===== src/rtl/life_event_sequencer.sv =====
// Purpose : player life/HP controller; arbitrates start/kill/hit/bonus requests,
//           owns the lives register, and sequences IDLE/PLAY/HIT_COOL/GAME_OVER.
// Latency : one cycle; a request sampled at edge N shows on the registered outputs after edge N.
// Backpr. : none; requests that lose same-cycle arbitration or arrive in an ignoring state are dropped.
// Ports   : clk, resetN (async, active-low); start_game, hit_req, kill_req, bonus_req,
//           one_sec_pulse in; lives, invulnerable, game_over, life_lost, life_gained,
//           player_visible, state (IDLE=0, PLAY=1, HIT_COOL=2, GAME_OVER=3) out.
// Option  : define LIFE_BLINK_EN to blink player_visible during HIT_COOL every BLINK_CYCLES clocks.
module life_event_sequencer #(
  parameter int LIFE_W       = 4,
  parameter int INIT_LIVES   = 3,
  parameter int MAX_LIVES    = 9,
  parameter int INVULN_SECS  = 2,
  parameter int BLINK_CYCLES = 6250000
) (
  input  logic              clk,
  input  logic              resetN,
  input  logic              start_game,
  input  logic              hit_req,
  input  logic              kill_req,
  input  logic              bonus_req,
  input  logic              one_sec_pulse,
  output logic [LIFE_W-1:0] lives,
  output logic              invulnerable,
  output logic              game_over,
  output logic              life_lost,
  output logic              life_gained,
  output logic              player_visible,
  output logic [1:0]        state
);

  typedef enum logic [1:0] {
    IDLE      = 2'd0,
    PLAY      = 2'd1,
    HIT_COOL  = 2'd2,
    GAME_OVER = 2'd3
  } state_t;

  localparam int CNT_W = $clog2(INVULN_SECS + 1);
  localparam logic [LIFE_W-1:0] INIT_L = LIFE_W'(INIT_LIVES);
  localparam logic [LIFE_W-1:0] MAX_L  = LIFE_W'(MAX_LIVES);
  localparam logic [CNT_W-1:0]  COOL_L = CNT_W'(INVULN_SECS);

  // Elaboration-time parameter sanity check.
  generate
    if (INIT_LIVES < 1 || MAX_LIVES < INIT_LIVES || MAX_LIVES > (2**LIFE_W - 1) ||
        INVULN_SECS < 1 || BLINK_CYCLES < 1) begin : g_bad_param
      $error("life_event_sequencer: illegal parameter combination");
    end
  endgenerate

  state_t            state_q, state_d;
  logic [LIFE_W-1:0] lives_q, lives_d;
  logic [CNT_W-1:0]  cnt_q, cnt_d;
  logic              life_lost_q, life_lost_d;
  logic              life_gained_q, life_gained_d;
  logic              invulnerable_q, invulnerable_d;
  logic              game_over_q, game_over_d;
  logic              visible_q, visible_d;

`ifdef LIFE_BLINK_EN
  localparam int BLINK_W = $clog2(BLINK_CYCLES + 1);
  logic [BLINK_W-1:0] blink_q, blink_d;
`endif

  always_comb begin
    state_d       = state_q;
    lives_d       = lives_q;
    cnt_d         = cnt_q;
    life_lost_d   = 1'b0;
    life_gained_d = 1'b0;

    case (state_q)
      IDLE, GAME_OVER: begin
        if (start_game) begin
          state_d = PLAY;
          lives_d = INIT_L;
        end
      end

      PLAY: begin
        if (kill_req) begin
          lives_d     = '0;
          life_lost_d = 1'b1;
          state_d     = GAME_OVER;
        end else if (hit_req) begin
          life_lost_d = 1'b1;
          if (lives_q >= LIFE_W'(2)) begin
            lives_d = lives_q - LIFE_W'(1);
            cnt_d   = COOL_L;
            state_d = HIT_COOL;
          end else begin
            lives_d = '0;
            state_d = GAME_OVER;
          end
        end else if (bonus_req && (lives_q < MAX_L)) begin
          lives_d       = lives_q + LIFE_W'(1);
          life_gained_d = 1'b1;
        end
      end

      HIT_COOL: begin
        if (kill_req) begin
          lives_d     = '0;
          life_lost_d = 1'b1;
          cnt_d       = '0;
          state_d     = GAME_OVER;
        end else begin
          // hit_req is ignored here, so it does not block a same-cycle bonus.
          if (bonus_req && (lives_q < MAX_L)) begin
            lives_d       = lives_q + LIFE_W'(1);
            life_gained_d = 1'b1;
          end
          // The hit cycle itself is spent in PLAY, so a tick there is never counted.
          if (one_sec_pulse) begin
            if (cnt_q <= CNT_W'(1)) begin
              cnt_d   = '0;
              state_d = PLAY;
            end else begin
              cnt_d = cnt_q - CNT_W'(1);
            end
          end
        end
      end

      default: state_d = IDLE;
    endcase

    invulnerable_d = (state_d == HIT_COOL);
    game_over_d    = (state_d == GAME_OVER);

`ifdef LIFE_BLINK_EN
    blink_d = '0;
    if (state_d == HIT_COOL) begin
      if (state_q != HIT_COOL) begin
        // Entry edge: hide the sprite and restart the divider.
        visible_d = 1'b0;
        blink_d   = '0;
      end else if (blink_q == BLINK_W'(BLINK_CYCLES - 1)) begin
        visible_d = ~visible_q;
        blink_d   = '0;
      end else begin
        visible_d = visible_q;
        blink_d   = blink_q + BLINK_W'(1);
      end
    end else begin
      visible_d = (state_d != GAME_OVER);
    end
`else
    visible_d = (state_d != GAME_OVER);
`endif
  end

  always_ff @(posedge clk or negedge resetN) begin
    if (!resetN) begin
      state_q        <= IDLE;
      lives_q        <= INIT_L;
      cnt_q          <= '0;
      life_lost_q    <= 1'b0;
      life_gained_q  <= 1'b0;
      invulnerable_q <= 1'b0;
      game_over_q    <= 1'b0;
      visible_q      <= 1'b1;
    end else begin
      state_q        <= state_d;
      lives_q        <= lives_d;
      cnt_q          <= cnt_d;
      life_lost_q    <= life_lost_d;
      life_gained_q  <= life_gained_d;
      invulnerable_q <= invulnerable_d;
      game_over_q    <= game_over_d;
      visible_q      <= visible_d;
    end
  end

`ifdef LIFE_BLINK_EN
  always_ff @(posedge clk or negedge resetN) begin
    if (!resetN) begin
      blink_q <= '0;
    end else begin
      blink_q <= blink_d;
    end
  end
`endif

  assign lives          = lives_q;
  assign invulnerable   = invulnerable_q;
  assign game_over      = game_over_q;
  assign life_lost      = life_lost_q;
  assign life_gained    = life_gained_q;
  assign player_visible = visible_q;
  assign state          = state_q;

endmodule


===== config.mk =====
export PLATFORM = sky130hd
export DESIGN_NAME = life_event_sequencer
export DESIGN_NICKNAME = d
export VERILOG_FILES = /design/src/rtl/life_event_sequencer.sv
export SDC_FILE = /design/constraint.sdc
export NUM_CORES = 1
export LEC_CHECK = 0
export BUFFER_PORTS_ARGS = -buffer_cell sky130_fd_sc_hd__buf_4
export CAP_MARGIN = 5
export CORE_MARGIN = 1.5
export CORE_UTILIZATION = 46
export CTS_CLUSTER_SIZE = 8
export DETAILED_ROUTE_END_ITERATION = 6
export PLACE_DENSITY = 0.72
export SKIP_CTS_REPAIR_TIMING = 1
export SLEW_MARGIN = 20
export SYNTH_ARGS = -nofsm -noshare
export SYNTH_HDL_FRONTEND = slang
export SYNTH_SLANG_ARGS = --single-unit

===== constraint.sdc =====
create_clock -name clk -period 2.1 [get_ports clk]
set_clock_uncertainty 0.1 [all_clocks]
set_input_delay 0.21 -clock clk [delete_from_list [all_inputs] [get_ports clk]]
set_output_delay 0.21 -clock clk [all_outputs]
set_load 0.02 [all_outputs]

# After elaboration in Yosys (flattened, before gate mapping)
# Index checks and enable logic that the tools add are counted.
# op_classes
add_sub_neg,3
magnitude_cmp,3
n_eq_ne,11
muxes,31
n_reduce_logical,5
# ops
operator,count
2-to-1 mux 2 bit,12
2-to-1 mux 4 bit,6
one-hot mux 4 bit (3 select lines),1
"inequality test 2 bit, second input constant",5
"equality test 2 bit, second input constant",4
2-to-1 mux 1 bit,8
one-hot mux 2 bit (3 select lines),1
AND reduction 5 bit,1
"adder 4 x 1 -> 4 bit, second input constant",1
"greater-or-equal comparator 4 x 2 -> 1 bit, second input constant",1
"less-than comparator 4 bit, second input constant",1
one-hot mux 1 bit (2 select lines),2
one-hot mux 2 bit (2 select lines),1
"subtractor 4 x 1 -> 4 bit, second input constant",1
"inequality test 3 bit, second input constant",1
"equality test 2 x 1 -> 1 bit, second input constant",1
"less-or-equal comparator 2 x 1 -> 1 bit, second input constant",1
logical NOT 2 bit,1
nonzero test 2 bit,1
OR reduction 2 bit,1
"subtractor 2 x 1 -> 2 bit, second input constant",1
logical AND 1 bit,1
# word_totals
ff_bits,13
input_bits,7
output_inout_bits,11
wordCells,61

# Logic depth before layout (Yosys ltp)
# Gate-level depths: netlist (run 1).
# logic_depth
ltp_word,6
ltp_mapped,8
depth_no_buf,7

# Worst setup path after synthesis (run 1)
# No wires, ideal clock.
# synth_path
path_kind,register -> register
from,"register lives_q[0], in the netlist lives[0]"
to,"register lives_q[2], in the netlist lives[2]"
setup_ps,152
arrival_ps,1865
setup_slack_ps,-17
stages_incl_launch_ff,8
path_cell_list,dfstp_2 inv_1 ha_1 or4_4 nand3_2 nor3_1 a221oi_1 a41oi_1
# synth_via
elab_chain_len,6
elab_cells_between_ends,11
classes_between,2 x add/sub; 2 x order compare; 6 x mux; 1 x reduce/logical
# synth_lines
item,line_no,text
"start, declared",53,"logic [LIFE_W-1:0] lives_q, lives_d;"
"start signal, assigned",166,lives_q <= lives_d;
less-than comparator 4 bit,"96, 110",
logical AND 1 bit,"96, 110",
2-to-1 mux 4 bit,"96, 110",
2-to-1 mux 4 bit,86,end else if (hit_req) begin
2-to-1 mux 4 bit,82,if (kill_req) begin
one-hot mux 4 bit (3 select lines) (*),73,case (state_q)
# Every way passes the cells marked *; elsewhere a longest branch is shown, timed or not.
# A chain may end at the register's enable or synchronous reset.

# Final worst setup path (run 1)
# Same ends and word-level chain as after synthesis.

==> impl_metrics.json, run 1 <==
{
  "drc": 0,
  "cts_tree": "built",
  "p_seq_share_pct": 26.8,
  "clock_latency_ps": 280,
  "drt_iter0_markers": 34,
  "r2r_cells": 7,
  "clock-sinks": 13,
  "fin_cells": 128,
  "rsz0062_at_grt": "no",
  "antenna_cells": 0,
  "r2r_start": "lives[0]$_DFFE_PN1P_",
  "fp.dieH_um": 44.8,
  "p_switching_mw": 0.750,
  "numPortBuffers": 17,
  "reg2reg_slack_ps": 100,
  "hp-class": "input pin to register",
  "grt_pass1_vias": 745,
  "grt-ovfl-total": 0,
  "ys_seq_area_share_pct": 41.0,
  "antenna_left": 0,
  "cts.clk_slew.worst_paths_ps": 80,
  "switching_share_pct": 45.6,
  "cp.arrival_ps": 2040,
  "crit_path_max_fanout": 5,
  "n_fill_cell": 140,
  "ys_ff_latch": 13,
  "htree_levels": 1,
  "groute.usage.overall_pct": 21.0,
  "synth_cell_type_count": 33,
  "core_um2": 1580,
  "period_minus_slack_ps": 2000,
  "avgSynthCellArea_um2": 9.11,
  "drt-total-wl_um": 1840,
  "yosys_warnings": 0,
  "cts_made_buffers": 3,
  "relSlewSlack_pct": 78.2,
  "syn2layout_area_growth_pct": 27.0,
  "dr.pass1.iters": 5,
  "cp_data_required_time_ps": 2140,
  "whs_endpoint": "lives[0]$_DFFE_PN1P_",
  "gp_congestion": 0.827,
  "synth_area_um2": 802,
  "die_area_um2": 2000,
  "drive_gt1_share_pct": 33.0,
  "wl_per_cell_um": 14.4,
  "criticalPathCategory": "register to register",
  "vias_per_cell": 6.05,
  "slowest_delay_ps": 540,
  "root_buffer": "clkbuf_4",
  "routed-via-count": 775,
  "power_density_nw_per_um2": 1620,
  "io_pins": 18,
  "hold_depth": 3,
  "worst_pin_slew_ps": 324,
  "start_util_pct": 50.9,
  "utilization_pct": 64.6,
  "clockBufferDepth": 2,
  "cp_slowest_cell": "dfstp_2",
  "clkPwrFrac_pct": 9.5,
  "endpoint_kind": "register",
  "layout.nets": 125,
  "setup_viol": 0,
  "hold_violations": 0,
  "synth_nets": 100,
  "status": "completed",
  "dp_hpwl_um": 1370,
  "p_comb_share_pct": 63.7,
  "die_w_um": 44.8,
  "grt_first_pass_wirelength_um": 3070,
  "min_from": "start_game",
  "dp_cells": 121,
  "leakagePower_nw": 0.461,
  "tns_ps": 0,
  "multi_input_area_um2": 427,
  "drv_slew": 0,
  "maxCapViolations": 0,
  "grt_max_degree": 14,
  "syn_inst": 88,
  "ir_worst_vdd_uv": 882,
  "regToRegEndpoint": "lives[2]$_DFFE_PN0P_",
  "antenna_found_initial": 0,
  "internal_power_mw": 0.896,
  "timing.fmax_mhz": 500,
  "regArea_um2": 329,
  "critPathLaunchType": "register",
  "crit_chain": "inv_2 -> ha_1 -> or4_4 -> nand3_4 -> nor3_1 -> a221oi_1 -> a41oi_1",
  "finalCritPeriodShare_pct": 95.2,
  "row_count": 14
}
## area by class of cell
cell class / count / area share (%)
Sequential cell: 13 / 32.3
Tap cell: 16 / 1.97
Timing Repair Buffer: 23 / 17.2
Clock buffer: 4 / 2.58
Multi-Input combinational cell: 61 / 41.9
Inverter: 11 / 4.05
## synth_stat cells, drive strengths merged
library cell	n	share of area (%)
a211o	1	1.1
dfstp	3	9.8
o221ai	2	2.2
o31ai	1	0.94
nand4	2	1.6
a21oi	2	1.2
o21ai	8	5.0
dfrtp	10	31
nor2	5	2.3
nand2	6	2.8
nand2b	3	2.3
clkbuf	2	1.4
and2	1	0.78
a211oi	1	1.6
buf	1	0.62
nor2b	3	2.3
o211ai	2	1.9
or2	1	0.78
ha	5	7.8
o41ai	1	1.1
a31o	2	2.2
or4	1	1.4
inv	11	5.1
o221a	1	1.4
a221oi	1	1.1
nand3	3	2.5
a31oi	2	1.6
a41oi	2	2.2
mux2i	1	1.2
nor3	4	2.5
## through the flow
step	total power [mW]	worst slack [ps]	hold slack (ps)	area, um^2
3_3_place_gp	1.41	116	-41.1	956
4_1_cts	1.60	72.1	-341	982
2_1_floorplan	1.13	13.4	-186	802
5_1_grt	1.77	21.4	154	1020
3_5_place_dp	1.43	84.2	-34.7	956
6_report	1.65	99.8	91.3	1020
## how the worst max path moves through the flow
stage | start | end | slack (ps) | depth (start not counted)
2_1_floorplan | lives[0]$_DFFE_PN1P_ | lives[2]$_DFFE_PN0P_ | 10 | 7
5_1_grt | lives[0]$_DFFE_PN1P_ | cnt_q[0]$_DFFE_PN0P_ | 20 | 6
3_3_place_gp | lives[0]$_DFFE_PN1P_ | lives[2]$_DFFE_PN0P_ | 120 | 7
6_report | lives[0]$_DFFE_PN1P_ | lives[2]$_DFFE_PN0P_ | 100 | 7
4_1_cts | lives[0]$_DFFE_PN1P_ | lives[2]$_DFFE_PN0P_ | 70 | 7
3_5_place_dp | lives[0]$_DFFE_PN1P_ | lives[2]$_DFFE_PN0P_ | 80 | 7
## power groups by stage
stage	Combinational, mW	Sequential [mW]	Clock (mW)
2_1_floorplan	0.586	0.544	0
4_1_cts	0.987	0.449	0.162
5_1_grt	1.15	0.452	0.170
3_3_place_gp	0.961	0.451	0
6_report	1.05	0.441	0.156
3_5_place_dp	0.980	0.452	0
## cell families (layout without fill, tap and decap cells)
group / count (synthesis) / after routing / share of synthesized area, %
compound gates: 26 / 26 / 23.4
fa+ha+maj: 5 / 5 / 7.80
buf+inv: 14 / 38 / 7.18
flops: 13 / 13 / 41.0
mux: 1 / 1 / 1.25
simple gates: 29 / 29 / 19.3
## cells in the final DEF, fill, tap and decap left out, types with 2 or more instances in the layout
| cell type | n |
|---|---|
| nand3_1 | 2 |
| dfstp_2 | 3 |
| o211ai_1 | 2 |
| nand2b_1 | 3 |
| a41oi_1 | 2 |
| a31o_2 | 2 |
| nor2_1 | 5 |
| dfrtp_1 | 10 |
| buf_4 | 22 |
| nor3_1 | 4 |
| nand2_1 | 6 |
| nor2b_1 | 3 |
| a31oi_1 | 2 |
| o221ai_1 | 2 |
| ha_1 | 5 |
| o21ai_0 | 7 |
| inv_1 | 10 |
| a21oi_1 | 2 |
| nand4_1 | 2 |
| clkbuf_4 | 3 |
## worst max-delay path, delay by kind of cell, from the launching register on
family	cells	cell delay [ps]
AOI/OAI and AO/OA	2	370
and+or+nand+nor	3	630
DFF	1	540
adders and majority gates	1	180
buffers and inverters	1	50
## flip-flops by register name, indices dropped and copies added, names as in the netlist
signal          cells
game_over           1
life_gained         1
player_visible      1
life_lost           1
state               2
cnt_q               2
invulnerable        1
lives               4
## layer usage
metal	up-vias	GRT usage, %	wire, um
met2	32	31.0	833
met4	0	10.9	37
li1	364	-	-
met5	-	0	0
met3	6	4.00	87
met1	373	29.2	882
Note: power is estimated with default switching activity, not from simulation.
==> run 2, diff against run 1 <==
--- a/config.mk
+++ b/config.mk
@@ -12,6 +12,7 @@
 export CTS_CLUSTER_SIZE = 8
 export DETAILED_ROUTE_END_ITERATION = 6
 export PLACE_DENSITY = 0.72
+export REMOVE_ABC_BUFFERS = 1
 export SKIP_CTS_REPAIR_TIMING = 1
 export SLEW_MARGIN = 20
 export SYNTH_ARGS = -nofsm -noshare
==> run 2 against run 1 <==
Total power grew 0.35%. Combinational power is essentially flat. Global-route usage shrank 0.071 points. Wire length shrank 0.49%. First-iteration DRC count shrank 59%. Maximum frequency shrank 0.54%. Register-to-register slack is essentially flat. Setup slack lost 11 ps. Sequential share of layout area is the same. Sequential cell count is the same.
==> impl_metrics.json, run 2 (same netlist as run 1, synthesis figures left out) <==
{
  "period_minus_slack_ps": 2010,
  "r2r_cells": 7,
  "antenna_found_initial": 0,
  "dp_hpwl_um": 1320,
  "hold_violations": 0,
  "final_common_cell": "buf_4",
  "drt-total-wl_um": 1830,
  "grt-ovfl-total": 0,
  "antenna_left": 0,
  "whs_endpoint": "lives[0]$_DFFE_PN1P_",
  "critPathLaunchType": "register",
  "fin_hold_ws_ps": 97.8,
  "final_cell_mix": "buf_4 (22), inv_1 (11), dfrtp_1 (10), o21ai_0 (7), nand2_1 (6)",
  "htree_levels": 1,
  "cts_made_buffers": 3,
  "endpoint_kind": "register",
  "finalCritPeriodShare_pct": 95.8,
  "gp_congestion": 0.900,
  "cts.clk_slew.worst_paths_ps": 90,
  "grt_max_degree": 14,
  "cp.arrival_ps": 2060,
  "drive_gt1_share_pct": 32.1,
  "leakagePower_nw": 0.460,
  "setup_viol": 0,
  "pre_cts_slack_ps": 72.3,
  "p_total_mw": 1.65,
  "largest_reg_flops": 4,
  "power_density_nw_per_um2": 1620,
  "relSlewSlack_pct": 74.1,
  "grt_pass1_vias": 711,
  "status": "completed",
  "timing.final.ws_setup_ps": 89.1,
  "start_util_pct": 50.9,
  "maxCapViolations": 0,
  "min_from": "start_game",
  "crit_path_max_fanout": 3,
  "layout.nets": 125,
  "hp-class": "input pin to register",
  "root_buffer": "clkbuf_4",
  "core_um2": 1580,
  "die_area_um2": 2000,
  "routed-via-count": 752,
  "wl_per_cell_um": 14.3,
  "vias_per_cell": 5.88,
  "r2r_start": "lives[0]$_DFFE_PN1P_",
  "fp.dieH_um": 44.8,
  "drt_iter0_markers": 14,
  "hold_depth": 3,
  "clock-sinks": 13,
  "clock_latency_ps": 280,
  "die_w_um": 44.8,
  "dr.pass1.iters": 4,
  "cp_data_required_time_ps": 2150,
  "ir_worst_vdd_uv": 888,
  "grt_first_pass_wirelength_um": 3020,
  "antenna_cells": 0,
  "row_count": 14,
  "groute.usage.overall_pct": 20.9,
  "numPortBuffers": 17,
  "worst_pin_slew_ps": 386,
  "io_pins": 18,
  "cts_tree": "built",
  "drv_slew": 0,
  "syn2layout_area_growth_pct": 27.0,
  "criticalPathCategory": "register to register",
  "clockBufferDepth": 2,
  "drc": 0,
  "regToRegEndpoint": "lives[2]$_DFFE_PN0P_",
  "reg2reg_slack_ps": 90,
  "timing.fmax_mhz": 497
}
==> run 2: worst max path at each step <==
stage / end / cells after the start / start
after floorplan: lives[2]$_DFFE_PN0P_ / 7 / lives[0]$_DFFE_PN1P_
after global placement: lives[2]$_DFFE_PN0P_ / 7 / lives[0]$_DFFE_PN1P_
after detailed placement: lives[2]$_DFFE_PN0P_ / 7 / lives[0]$_DFFE_PN1P_
after CTS: lives[2]$_DFFE_PN0P_ / 7 / lives[0]$_DFFE_PN1P_
after global routing: lives[2]$_DFFE_PN0P_ / 7 / lives[0]$_DFFE_PN1P_
final: lives[2]$_DFFE_PN0P_ / 7 / lives[0]$_DFFE_PN1P_
==> run 2: layout make-up <==
| class | count | area (um^2) |
|---|---|---|
| fillers | 138 | 558 |
| flip-flops and latches | 13 | 329 |
| well taps | 16 | 20.0 |
| multi-input cells | 61 | 427 |
| inverters | 11 | 41.3 |
| repair buffers | 23 | 175 |
| clock buffers | 4 | 26.3 |
==> run 2: layer usage <==
metal	GRT usage (%)	routed length (um)	vias up
met3	4.80	80	2
met4	5.45	10	0
li1	-	-	369
met2	32.8	864	23
met1	29.1	876	358
met5	0	0	-
==> run 2: stage by stage <==
stage	TNS [ps]	instances	util, %	area (um^2)
global route	-23.2	128	64.6	1020
global placement	0	122	61.1	963
finish	0	128	64.6	1020
CTS	0	126	62.8	990
detailed placement	0	122	61.1	963
floorplan	-29.0	85	-	786
==> run 2: power breakdown <==
part           internal [mW]  switching (mW)  leakage [nW]
combinational          0.464           0.579         0.286
sequential             0.366          0.0838         0.159
clock                 0.0736          0.0854        0.0150
total                  0.904           0.748         0.460
==> run 2: critical path: stages (launching register included) <==
cell and delay (ps):
dfstp_2 540, inv_1 60, ha_1 190, or4_4 450, nand3_4 90, nor3_1 80
a221oi_1 300, a41oi_1 70
==> run 3, diff against run 2 <==
--- a/config.mk
+++ b/config.mk
@@ -5,14 +5,16 @@
 export SDC_FILE = /design/constraint.sdc
 export NUM_CORES = 1
 export LEC_CHECK = 0
+export ABC_AREA = 1
 export BUFFER_PORTS_ARGS = -buffer_cell sky130_fd_sc_hd__buf_4
 export CAP_MARGIN = 5
 export CORE_MARGIN = 1.5
-export CORE_UTILIZATION = 46
+export CORE_UTILIZATION = 47
 export CTS_CLUSTER_SIZE = 8
 export DETAILED_ROUTE_END_ITERATION = 6
-export PLACE_DENSITY = 0.72
+export PLACE_DENSITY = 0.73
 export REMOVE_ABC_BUFFERS = 1
+export SETUP_SLACK_MARGIN = 0.4
 export SKIP_CTS_REPAIR_TIMING = 1
 export SLEW_MARGIN = 20
 export SYNTH_ARGS = -nofsm -noshare
==> run 3 against run 2 <==
Worst hold slack got worse by 12 ps. Combinational power rose by 26%. Area after synthesis rose by 7.5%. Clock-buffer cell count is the same. Setup slack better by 360 ps. Non-clock buffer count grew 3. Total power increased by 17%. Critical path depth rose by 3. Synthesized cell count rose by 27%. Maximum frequency increased by 22%. Clock power about the same. First-iteration DRC count decreased by 36%. Largest cell class unchanged.
==> impl_metrics.json, run 3 <==
{
  "gp_congestion": 0.916,
  "vias_per_cell": 4.98,
  "groute.usage.overall_pct": 19.1,
  "fp.dieH_um": 45.8,
  "antenna_cells": 0,
  "r2r_cells": 10,
  "regToRegEndpoint": "invulnerable$_DFF_PN0_",
  "yosys_warnings": 0,
  "cp.arrival_ps": 1740,
  "place_area_um2": 1010,
  "cts.clk_slew.worst_paths_ps": 80,
  "rsz0062_at_grt": "yes",
  "syn_inst": 112,
  "power_density_nw_per_um2": 1620,
  "grt_max_degree": 14,
  "antenna_found_initial": 0,
  "cp_data_required_time_ps": 2190,
  "drive_gt1_share_pct": 44.7,
  "switching_share_pct": 47.5,
  "status": "completed",
  "synth-main-ff-cell": "dfrtp_1",
  "maxCapViolations": 0,
  "criticalPathCategory": "register to register",
  "synth_xor_area_share_pct": 3.05,
  "regArea_um2": 329,
  "root_buffer": "clkbuf_4",
  "crit_path_max_fanout": 5,
  "synth_edf_count": 0,
  "cts_tree": "built",
  "synth_area_um2": 862,
  "ys_ff_latch": 13,
  "tns_ps": 0,
  "routed-via-count": 827,
  "synth_compound_area_share_pct": 12.2,
  "hold_depth": 4,
  "ys_seq_area_share_pct": 38.2,
  "p_seq_share_pct": 23.6,
  "synth_most_common_cell": "nand2_1",
  "relSlewSlack_pct": 76.6,
  "htree_levels": 1,
  "synth_top_family_by_area": "simple AND/OR/NAND/NOR gates",
  "multi_input_area_um2": 531,
  "min_from": "start_game",
  "pre_cts_slack_ps": 390,
  "start_util_pct": 49.9,
  "ir_worst_vdd_uv": 875,
  "final_cell_mix": "buf_4 (25), nand2_1 (24), dfrtp_1 (10)",
  "dp_hpwl_um": 1370,
  "synthTopCellsByArea": "dfrtp_1 (29%), nand2_1 (13%), dfstp_2 (9.1%), ha_1 (7.3%), inv_1 (5.2%)",
  "final_common_cell": "buf_4",
  "io_pins": 18,
  "drt-total-wl_um": 2030,
  "avgSynthCellArea_um2": 7.70,
  "drt_iter0_markers": 9,
  "layout.nets": 154,
  "drv_slew": 0,
  "leakagePower_nw": 0.602,
  "grt_first_pass_wirelength_um": 2820,
  "hold_violations": 0,
  "cts_made_buffers": 3,
  "timing.fmax_mhz": 606,
  "die_area_um2": 2100,
  "synthMuxAreaShare_pct": 0,
  "internal_power_mw": 1.01,
  "clock-sinks": 13,
  "clock_latency_ps": 290,
  "synthArstFlopShare_pct": 100,
  "row_count": 15,
  "n_fill_cell": 150,
  "largest_reg_flops": 4,
  "timing.final.ws_setup_ps": 451,
  "synthAdderAreaFrac_pct": 7.26,
  "core_um2": 1730,
  "grt_pass1_vias": 708,
  "endpoint_kind": "register",
  "setup_viol": 0,
  "whs_endpoint": "lives[3]$_DFFE_PN0P_",
  "worst_pin_slew_ps": 351,
  "reg2reg_slack_ps": 450,
  "drc": 0,
  "clkPwrFrac_pct": 8.2,
  "synthSimpleGateAreaFrac_pct": 29.8,
  "critPathLaunchType": "register",
  "finalCritPeriodShare_pct": 78.5,
  "wl_per_cell_um": 12.2,
  "p_switching_mw": 0.916,
  "dr.pass1.iters": 5,
  "die_w_um": 45.8,
  "p_comb_share_pct": 68.1,
  "r2r_start": "lives[0]$_DFFE_PN1P_",
  "period_minus_slack_ps": 1650,
  "synth_commonest_cells": "nand2_1 (29), inv_1 (12), dfrtp_1 (10), nor2_1 (8)",
  "numPortBuffers": 17,
  "antenna_left": 0,
  "syn2layout_area_growth_pct": 37.9,
  "synth.top_cell.area_share_pct": 29.0,
  "final_area_um2": 1190,
  "synth_cell_type_count": 27,
  "clockBufferDepth": 2,
  "yosysTopAreaCell": "dfrtp_1",
  "hp-class": "input pin to register",
  "grt-ovfl-total": 0
}
[run 3: cells by family (layout without fill, tap and decap cells)]
group,count (synthesis),count (layout)
DFF,13,13
AOI/OAI and AO/OA,16,16
buffers and inverters,20,49
and+or+nand+nor,55,55
xor gates and xnor gates,3,3
adders and majority gates,5,5
[run 3: layout make-up]
| type | count | share of cell area [%] |
|---|---|---|
| Clock buffer | 4 | 2.21 |
| Inverter | 19 | 6.21 |
| Multi-Input combinational cell | 79 | 44.6 |
| Sequential cell | 13 | 27.7 |
| Tap cell | 25 | 2.63 |
| Timing Repair Buffer | 26 | 16.6 |
[run 3: how the worst max path moves through the flow]
stage	from	end	slack [ps]	depth (start not counted)
after CTS	lives[0]$_DFFE_PN1P_	lives[2]$_DFFE_PN0P_	370	10
after floorplan	state[0]$_DFF_PN0_	game_over$_DFF_PN0_	420	12
after global placement	lives[0]$_DFFE_PN1P_	invulnerable$_DFF_PN0_	410	10
after global routing	lives[0]$_DFFE_PN1P_	invulnerable$_DFF_PN0_	350	10
after detailed placement	lives[0]$_DFFE_PN1P_	lives[2]$_DFFE_PN0P_	390	10
final	lives[0]$_DFFE_PN1P_	invulnerable$_DFF_PN0_	450	10
[run 3: routing by layer]
metal | routed length (um) | vias up | global-route usage [%]
met5 | 0 | - | 0
met4 | 54 | 0 | 9.14
met3 | 87 | 8 | 5.16
met2 | 1020 | 22 | 33.0
met1 | 860 | 385 | 21.4
li1 | - | 412 | -
[run 3: power groups by stage]
stage / Clock (mW) / Combinational [mW] / Sequential, mW
2_1_floorplan: 0 / 0.667 / 0.523
3_3_place_gp: 0 / 0.980 / 0.450
3_5_place_dp: 0 / 0.994 / 0.454
4_1_cts: 0.163 / 0.999 / 0.450
5_1_grt: 0.168 / 1.45 / 0.466
6_report: 0.158 / 1.31 / 0.455
[run 3: worst max-delay path, cell delays in order (launching register included)]
cell and delay (ps):
dfstp_2 590, inv_4 60, ha_1 200, nor2_2 90, nand2_2 80, nand2_2 80, o211ai_1 110, nand2_2 90
nand2_4 60, nand2_1 50, inv_1 30
[run 3: metrics by stage]
step	util [%]	hold WS, ps	std cells	total power, mW
detailed placement	58.5	-35.8	153	1.45
finish	68.8	85.7	166	1.93
CTS	60.0	-343	157	1.61
global route	68.8	122	166	2.08
global placement	58.5	-36.2	153	1.43
floorplan	-	-186	111	1.19
